**config.mk**
```make
export PLATFORM = sky130hd
export DESIGN_NAME = instr_mem_loader
export DESIGN_NICKNAME = d
export VERILOG_FILES = /design/src/rtl/instr_mem_loader.sv
export SDC_FILE = /design/constraint.sdc
export NUM_CORES = 1
export LEC_CHECK = 0
export CORE_ASPECT_RATIO = 1.5
export CORE_MARGIN = 2
export CORE_UTILIZATION = 45
export CTS_CLUSTER_SIZE = 10
export DETAILED_ROUTE_END_ITERATION = 10
export PLACE_DENSITY_LB_ADDON = 0.1
export SKIP_CTS_REPAIR_TIMING = 1
export SYNTH_ARGS = -nofsm -noshare
export SYNTH_HDL_FRONTEND = slang
export SYNTH_SLANG_ARGS = --single-unit
```
**constraint.sdc**
```tcl
create_clock -name Clk -period 3.98 [get_ports Clk]
set_clock_uncertainty 0.15 [all_clocks]
set_input_delay 0.398 -clock Clk [delete_from_list [all_inputs] [get_ports Clk]]
set_output_delay 0.398 -clock Clk [all_outputs]
set_load 0.1 [all_outputs]
```
**src/rtl/instr_mem_loader.sv**
```systemverilog
`default_nettype none
// ============================================================================
// Module   : instr_mem_loader
// Purpose  : Writer side of the byte-addressed instruction memory. Accepts
//            32-bit words on a valid/ready stream and writes each as four
//            big-endian bytes (MSB at the lowest address). hold_pipeline
//            stalls fetch while a load is in progress.
// Options  : LOADER_CHECKSUM_EN - when defined, checksum carries the 32-bit
//            wrapping sum of the words accepted in the current load;
//            otherwise checksum is tied to zero.
// Revision : 1.0 - initial release
// ============================================================================
module instr_mem_loader #(
  parameter int ADDR_W = 8,
  parameter int CNT_W  = 7
) (
  input  logic              Clk,
  input  logic              Reset_n,
  input  logic              start,
  input  logic [ADDR_W-1:0] base_addr,
  input  logic [CNT_W-1:0]  word_count,
  input  logic              in_valid,
  input  logic [31:0]       in_word,
  output logic              in_ready,
  output logic              mem_we,
  output logic [ADDR_W-1:0] mem_addr,
  output logic [7:0]        mem_wdata,
  output logic              busy,
  output logic              hold_pipeline,
  output logic              done,
  output logic              err,
  output logic [CNT_W-1:0]  words_loaded,
  output logic [31:0]       checksum
);

  localparam logic [2:0] S_IDLE   = 3'd0;
  localparam logic [2:0] S_WAIT   = 3'd1;
  localparam logic [2:0] S_WR0    = 3'd2;
  localparam logic [2:0] S_WR1    = 3'd3;
  localparam logic [2:0] S_WR2    = 3'd4;
  localparam logic [2:0] S_WR3    = 3'd5;
  localparam logic [2:0] S_FINISH = 3'd6;

  // Memory holds 2^ADDR_W bytes, i.e. 2^(ADDR_W-2) words at most per load.
  localparam int MAX_WORDS = 1 << (ADDR_W - 2);

  logic [2:0]        state;
  logic [ADDR_W-1:0] addr_reg;
  logic [CNT_W-1:0]  remaining;
  logic [31:0]       word_reg;
  logic              busy_reg;
  logic              err_reg;
  logic [CNT_W-1:0]  loaded_reg;

  logic request_legal;
  logic start_ok;
  logic handshake;

  assign request_legal = (int'(word_count) <= MAX_WORDS) && (base_addr[1:0] == 2'b00);
  assign start_ok      = (state == S_IDLE) && start && request_legal;
  assign in_ready      = (state == S_WAIT);
  assign handshake     = in_valid && in_ready;
  assign done          = (state == S_FINISH);
  assign busy          = busy_reg;
  assign hold_pipeline = busy_reg;
  assign err           = err_reg;
  assign words_loaded  = loaded_reg;

  // Byte-write port: address/data forced to zero whenever no write is issued.
  always_comb begin
    mem_we    = 1'b0;
    mem_addr  = '0;
    mem_wdata = 8'h00;
    case (state)
      S_WR0: begin
        mem_we    = 1'b1;
        mem_addr  = addr_reg;
        mem_wdata = word_reg[31:24];
      end
      S_WR1: begin
        mem_we    = 1'b1;
        mem_addr  = addr_reg + ADDR_W'(1);
        mem_wdata = word_reg[23:16];
      end
      S_WR2: begin
        mem_we    = 1'b1;
        mem_addr  = addr_reg + ADDR_W'(2);
        mem_wdata = word_reg[15:8];
      end
      S_WR3: begin
        mem_we    = 1'b1;
        mem_addr  = addr_reg + ADDR_W'(3);
        mem_wdata = word_reg[7:0];
      end
      default: ;
    endcase
  end

  // Load sequencer: request check, word capture, byte serialisation, completion.
  always_ff @(posedge Clk or negedge Reset_n) begin
    if (!Reset_n) begin
      state      <= S_IDLE;
      addr_reg   <= '0;
      remaining  <= '0;
      word_reg   <= 32'h0;
      busy_reg   <= 1'b0;
      err_reg    <= 1'b0;
      loaded_reg <= '0;
    end else begin
      err_reg <= 1'b0;
      case (state)
        S_IDLE: begin
          if (start) begin
            if (request_legal) begin
              addr_reg   <= base_addr;
              remaining  <= word_count;
              loaded_reg <= '0;
              busy_reg   <= 1'b1;
              state      <= (word_count != '0) ? S_WAIT : S_FINISH;
            end else begin
              err_reg <= 1'b1;
            end
          end
        end
        S_WAIT: begin
          if (handshake) begin
            word_reg <= in_word;
            state    <= S_WR0;
          end
        end
        S_WR0: state <= S_WR1;
        S_WR1: state <= S_WR2;
        S_WR2: state <= S_WR3;
        S_WR3: begin
          // Address wraps naturally at the top of the byte space.
          addr_reg   <= addr_reg + ADDR_W'(4);
          remaining  <= remaining - CNT_W'(1);
          loaded_reg <= loaded_reg + CNT_W'(1);
          state      <= (remaining == CNT_W'(1)) ? S_FINISH : S_WAIT;
        end
        S_FINISH: begin
          busy_reg <= 1'b0;
          state    <= S_IDLE;
        end
        default: begin
          busy_reg <= 1'b0;
          state    <= S_IDLE;
        end
      endcase
    end
  end

`ifdef LOADER_CHECKSUM_EN
  logic [31:0] sum_reg;

  // Running sum of accepted words; held after done until the next accepted start.
  always_ff @(posedge Clk or negedge Reset_n) begin
    if (!Reset_n) begin
      sum_reg <= 32'h0;
    end else if (start_ok) begin
      sum_reg <= 32'h0;
    end else if (handshake) begin
      sum_reg <= sum_reg + in_word;
    end
  end

  assign checksum = sum_reg;
`else
  assign checksum = 32'h0;
  logic unused_start_ok;
  assign unused_start_ok = start_ok;
`endif

endmodule
`default_nettype wire

```
# After elaboration in Yosys (flattened, before gate mapping)
# Index checks and enable logic that the tools add are counted.
# totals
regBits,59
input_bits,51
output_inout_bits,61
word_cells,61
# classes
n_addsub,6
order_cmp,1
eq_ne,10
mux,24
n_bitwise,1
reduce_logical,12
# ops
op,count
one-hot mux 8 bit (4 select lines),2
2-to-1 mux 7 bit,4
one-hot mux 7 bit (2 select lines),2
one-hot mux 3 bit (6 select lines),1
"adder 8 x 2 -> 8 bit, second input constant",2
2-to-1 mux 8 bit,2
one-hot mux 8 bit (2 select lines),1
2-to-1 mux 3 bit,5
"equality test 3 bit, second input constant",3
AND reduction 3 bit,3
"adder 8 x 1 -> 8 bit, second input constant",1
"adder 8 x 3 -> 8 bit, second input constant",1
"adder 7 x 1 -> 7 bit, second input constant",1
"equality test 7 x 1 -> 1 bit, second input constant",1
"less-or-equal comparator 7 bit, second input constant",1
nonzero test 7 bit,1
"subtractor 7 x 1 -> 7 bit, second input constant",1
"equality test 3 x 2 -> 1 bit, second input constant",2
2-to-1 mux 1 bit,6
OR reduction 5 bit,1
"!= test 2 bit, second input constant",2
OR reduction 4 bit,1
"equality test 3 x 1 -> 1 bit, second input constant",1
logical NOT 3 bit,1
other kinds (7),8

# Depth between registers and ports, before layout
# Gate-level depths: netlist of the first run.
# depth
ltp_word,5
mapped_depth,8
mapped_depth_nobuf,6

# Worst setup path after synthesis of the first run
# Ideal clock, no wire load.
# synth_timing
kind,flip-flop to output port
from,register state[2]
to,output mem_addr[5]
t_arrival_ns,3.280
required_ns,3.432
setup_slack_ns,0.152
path_stages_with_launch,6
path_buffers,2
cell_sequence,dfrtp_1 -> buf_2 -> buf_2 -> nand2b_1 -> o22a_1 -> a211oi_1
# synth_between
elab_chain_len,2
elab_cells_between_ends,5
classes_between,eq/ne: 4; mux: 1
# synth_lines
element,line_no,rtl
"start, declared",47,logic [2:0] state;
"start signal, assigned",119,state <= (word_count != '0) ? S_WAIT : S_FINISH;
"start signal, assigned",139,state <= (remaining == CNT_W'(1)) ? S_FINISH : S_WAIT;
equality test 3 bit / equality test 3 x 2 -> 1 bit (equally long branches),74,case (state)
one-hot mux 8 bit (4 select lines) (*),74,
"end, declared",26,"output logic [ADDR_W-1:0] mem_addr,"
# Mark *: on every way between the ends. The rest lies on a longest branch, timed or not.

# Worst setup path in the final report of the first run
# layout_timing
from,register state[2]
to,output mem_addr[4]
# The elaborated chain is that of the path after synthesis.

==> results.md, run 1 <==
* Synth Flop Type: dfrtp_1
* Largest fanout on the critical path at 18
* Clock Tree Buf Depth at 2
* Die height at around 120 µm
* N_diodes at 0
* Post-Synthesis Cells at about 350
* Placed cells at 513
* EDFF count, synth at 0
* Final WL at between 8000 and 9000 µm
* Initial antenna violation count at 0
* Reg area at between 1000 and 1500 µm²
* Leak at about 0.0020 µW
* Setup crit end kind: primary output
* First-pass iteration count of the detailed router at 5
* Asr flop ratio synth at 100%
* Global route overflow at 0
* Startpoint Class: flip-flop
* Yosys reg bits at between 50 and 60
* Via count at around 2800
* All-Layer GR Usage at 19.0%
* Via count of the first global-routing pass at about 2800
* Row count at 40
* Area of the multi-input gates at approximately 2000 µm²
* Syn_area_per_cell at 10.7 µm²
* H-tree depth at 3
* Later-pin clock latency in the skew report at 0.32 ns
* Post-synthesis cell type count at 60
* Yosys top cell area share at between 30 and 40%
* Share of layout cells above drive strength 1 at approximately a fifth
* Largest net degree at the start of global routing at 37
* Port-buffer cells at 79
* First-pass GRT wire length at roughly 14000 µm
* WHS at approximately 0.36 ns
* Placeable Area at a little over 8000 µm²
* TritonCTS clock tree: yes
* Worst Setup Path Type: reg2out
* DRC viols at 0
* Seq/Total Area, Yosys at between 30% and 40%
* Final setup violation count at 0
* Initial core utilization at between 40 and 50%
* PD cells at 865 nW/µm²
* DR vias/cell at 5.28
* Post-Route Setup TNS at 0 ns
* Hold WC Path Type: reg2reg
* Post-synth top cells: dfrtp_1 (59), buf_4 (34), mux2_4 (30), nor2_1 (23), mux2i_1 (18)
* Root Driver: clkbuf_16
* Final non-filler cell total at 530
* Outcome: complete, no violations
* WHS Path Cells at 1
* WL/cell at between 15 and 20 µm
* Die ar. at ~9100 µm²
* Worst EP required at between 3 and 4 ns
* DRT iter0 DRCs at 94
* GP Congestion at 0.799
* Dpl hpwl at about 6000 µm
* Yosys warnings at 0
* RSZ-0062 raised after global routing: false
* Crit path time final at about 3 ns
* Layout fillers at roughly 740
* Die extent in x at 78.7 µm
* FMAX at around 0.32 GHz
* Reg clk slew, reported paths at approximately 0.05 ns
* VDD IR-drop max at between 0.5 and 0.6 mV
* Max FFs per register at 32
* Max-cap viol count at 0
* Largest cells by area after synthesis: dfrtp_1 (39%), mux2_4 (12%), buf_4 (6.8%)
* Cell Area, Synth at 3770 µm²
* ANT nets after route at 0
* Final Slew Violations at 0
* Net count, final at approximately 480
* Hold Fails Final Rpt at 0
* Most common cell in the netlist: dfrtp_1
* Area leader, netlist: dfrtp_1
* CTS Buf Count at 9
* Reg2Reg Depth at 4
* Arr. time, crit path at 2.53 ns
* CTS sink count at 59
* Final period util at between 70 and 80%
* Slew at the pin with the worst max-slew slack at 0.966 ns
* Area Overhead vs Synth at 23.7%
* IO Pins at 112
* Slew Limit Headroom at between 30% and 40%
-- kinds of logic after synthesis --
kind of cell / share of synthesized area [%]
adders and majority gates: 1.99
AOI/OAI and AO/OA: 13.1
DFF: 39.2
muxes: 17.3
and+or+nand+nor: 14.2
xor gates and xnor gates: 3.25
other: 0.0995
buffers and inverters: 10.8
-- path summary, 6_finish.rpt --
check,startpoint,to,slack (ns)
worst min-delay path,word_reg[8],word_reg[8],0.36
min in group asynchronous,Reset_n,remaining[2],0.46
max in group asynchronous,Reset_n,addr_reg[0],2.35
worst max-delay path,state[2],mem_addr[4],0.90
worst min register to register,word_reg[8],word_reg[8],0.36
worst max register to register,state[0],remaining[5],1.39
-- per-stage QoR --
stage	setup slack [ns]	area [µm²]	utilization [%]	power (µW)
global placement	1.30	4380	54.3	3320
CTS	0.867	4650	57.7	4060
detailed placement	1.22	4380	54.3	3350
finish	0.898	4660	57.9	4030
global route	0.728	4660	57.9	4250
floorplan	0.152	3880	-	2960
-- layout by cell type, fill, tap and decap left out, types with 8 or more instances in the layout --
cell type,synthesis,final
o21ai_0,10,10
mux2i_1,18,18
dfrtp_1,59,58
conb_1,1,32
mux2_4,30,30
xnor2_1,8,8
o22ai_1,10,10
clkdlybuf4s50_1,0,59
clkbuf_16,0,9
nand2_1,14,14
nor2_1,23,23
buf_4,34,21
nand3_1,10,10
-- layout make-up --
type | count | share of cell area [%]
well taps | 105 | 2.82
flip-flops and latches | 59 | 31.7
clock inverters | 2 | 0.215
inverters | 4 | 0.322
clock buffers | 14 | 5.66
repair buffers | 82 | 16.4
multi-input cells | 264 | 42.9
-- routing by layer --
metal | vias up | GRT usage [%] | wire length (µm)
li1 | 1354 | - | -
met1 | 1347 | 24.3 | 3680
met2 | 83 | 30.3 | 3960
met3 | 17 | 3.89 | 425
met4 | 0 | 9.94 | 225
met5 | - | 0 | 0
-- critical path, cell delays in order (launching register included) --
cell and delay [ns]:
dfrtp_1 0.70, nand3b_4 0.28, xnor2_1 0.20, ha_1 0.22, o21ai_0 0.24, nand4_1 0.12, o221ai_1 0.11, buf_4 0.33
-- report_power, final --
group	total [µW]	internal (µW)	switching, µW
Clock	703	452	251
Sequential	1180	884	296
Combinational	2150	769	1380
Total	4030	2110	1930
Power figures use the tool's default switching activity.
==> run 2, diff against run 1 <==
- clock period: 3.98 -> 3.12 ns (I/O delays scaled with it)
==> results.md, run 2 (same netlist as run 1, synthesis figures left out) <==
* Hold Fails Final Rpt at 0
* Die height at between 100 and 150 µm
* Layout fillers at 706
* Reg2Reg Depth at 4
* DR vias/cell at 5.28
* Dpl hpwl at 6170 µm
* VDD IR-drop max at ~0.54 mV
* RSZ-0062 raised after global routing: false
* PD cells at 1090 nW/µm²
* Max FFs per register at 32
* CTS sink count at between 50 and 60
* Later-pin clock latency in the skew report at approximately 0.33 ns
* Net count, final at between 400 and 500
* Dpl cell area at about 4500 µm²
* Final setup violation count at 0
* FF-to-FF Start: state[1]
* Final Slew Violations at 0
* Startpoint Class: flip-flop
* Slew at the pin with the worst max-slew slack at ~0.62 ns
* Die extent in x at about 79 µm
* Outcome: complete, no violations
* First-pass GRT wire length at approximately 14000 µm
* Row count at 40
* CTS Buf Count at 9
* Final period util at about nine tenths
* Initial antenna violation count at 0
* DRT iter0 DRCs at approximately 140
* Root Driver: clkbuf_16
* Reg2reg end: remaining[1]
* Final instance area at approximately 4800 µm²
* Hold WC Path Type: in2async
* TritonCTS clock tree: yes
* Area Overhead vs Synth at 28.0%
* FMAX at ~0.36 GHz
* Slew Limit Headroom at 58.5%
* Global route overflow at 0
* Largest net degree at the start of global routing at 33
* DRC viols at 0
* Placeable Area at 8060 µm²
* Die ar. at 9140 µm²
* All-Layer GR Usage at between 10% and 20%
* Worst EP required at around 2.7 ns
* ANT nets after route at 0
* Leak at ~0.0021 µW
* GP Congestion at 0.813
* Tot Pwr at roughly 5300 µW
* Commonest non-fill, non-tap cell in the layout: dfrtp_1
* Share of layout cells above drive strength 1 at approximately 25%
* Setup crit end kind: primary output
* H-tree depth at 3
* Setup slack, reg-to-reg at roughly 0.98 ns
* Reg clk slew, reported paths at about 0.05 ns
* Most frequent cells in the layout: dfrtp_1 (57), clkdlybuf4s50_1 (49), conb_1 (32)
* Largest fanout on the critical path at 16
* First-pass iteration count of the detailed router at 4
* Via count at between 2000 and 3000
* Port-buffer cells at 79
* Post-Route Setup TNS at 0 ns
* WL/cell at 15.5 µm
* Max-cap viol count at 0
* N_diodes at 0
* Clock Tree Buf Depth at 2
* Arr. time, crit path at between 2 and 2.5 ns
* Final WL at just over 8000 µm
* Crit path time final at 2.81 ns
* Via count of the first global-routing pass at 2804
* Worst Setup Path Type: reg2out
* IO Pins at 112
* Initial core utilization at a little under half
## run 2: cell types whose count changed in the layout (fill, tap and decap cells not counted), sizes merged
| cell | previous run | this run |
|---|---|---|
| buf | 22 | 38 |
| clkbuf | 14 | 12 |
| clkinv | 2 | 3 |
| clkdlybuf4s50 | 59 | 49 |
## run 2: power by group
part	switching (µW)	leakage (µW)	internal, µW
logic	1840	0.00127	1100
clock network	320	0.000132	549
registers	339	0.000714	1130
## run 2: layout make-up
| class | count | area (µm²) | area share, % |
|---|---|---|---|
| repair buffers | 88 | 896 | 18.6 |
| multi-input cells | 264 | 2040 | 42.3 |
| inverters | 4 | 15.0 | 0.311 |
| clock buffers | 12 | 246 | 5.11 |
| well taps | 105 | 131 | 2.72 |
| flip-flops and latches | 59 | 1480 | 30.7 |
| clock inverters | 3 | 15.0 | 0.311 |
## run 2: metrics by stage
| step | instances | hold slack [ns] | setup WS [ns] | utilization (%) |
|---|---|---|---|---|
| 5_1_grt | 535 | 0.299 | 0.156 | 59.8 |
| 4_1_cts | 534 | -0.271 | 0.128 | 59.7 |
| 2_1_floorplan | 382 | -0.134 | 0.00346 | - |
| 3_3_place_gp | 519 | 0.0743 | 0.546 | 56.4 |
| 6_report | 535 | 0.257 | 0.308 | 59.8 |
| 3_5_place_dp | 519 | 0.0734 | 0.492 | 56.4 |
## run 2: how the worst max path moves through the flow
stage	from	end	slack [ns]	cells past startpoint
after detailed placement	state[2]	mem_addr[4]	0.49	7
after global placement	state[2]	mem_addr[4]	0.55	7
after floorplan	state[2]	mem_addr[4]	0.003	6
after global routing	state[0]	mem_addr[4]	0.16	7
after CTS	state[2]	mem_addr[4]	0.13	5
final	state[0]	mem_addr[4]	0.31	7
## run 2: worst max-delay path, stage by stage, from the launching register on
cell and delay (ns):
dfrtp_2 0.57, nand3b_4 0.27, xnor2_1 0.20, ha_1 0.22, o21ai_0 0.28, nand4_1 0.15, o221ai_2 0.12, buf_12 0.21
## run 2: metal layers
| layer | wire length, µm | part of all wire (%) | track usage (%) | vias to the layer above |
|---|---|---|---|---|
| met3 | 459 | 5.5 | 5.76 | 8 |
| met4 | 121 | 1.5 | 7.02 | 0 |
| met5 | 0 | 0 | 0 | - |
| met1 | 3660 | 44 | 23.9 | 1371 |
| li1 | - | - | - | 1365 |
| met2 | 4060 | 49 | 31.2 | 81 |
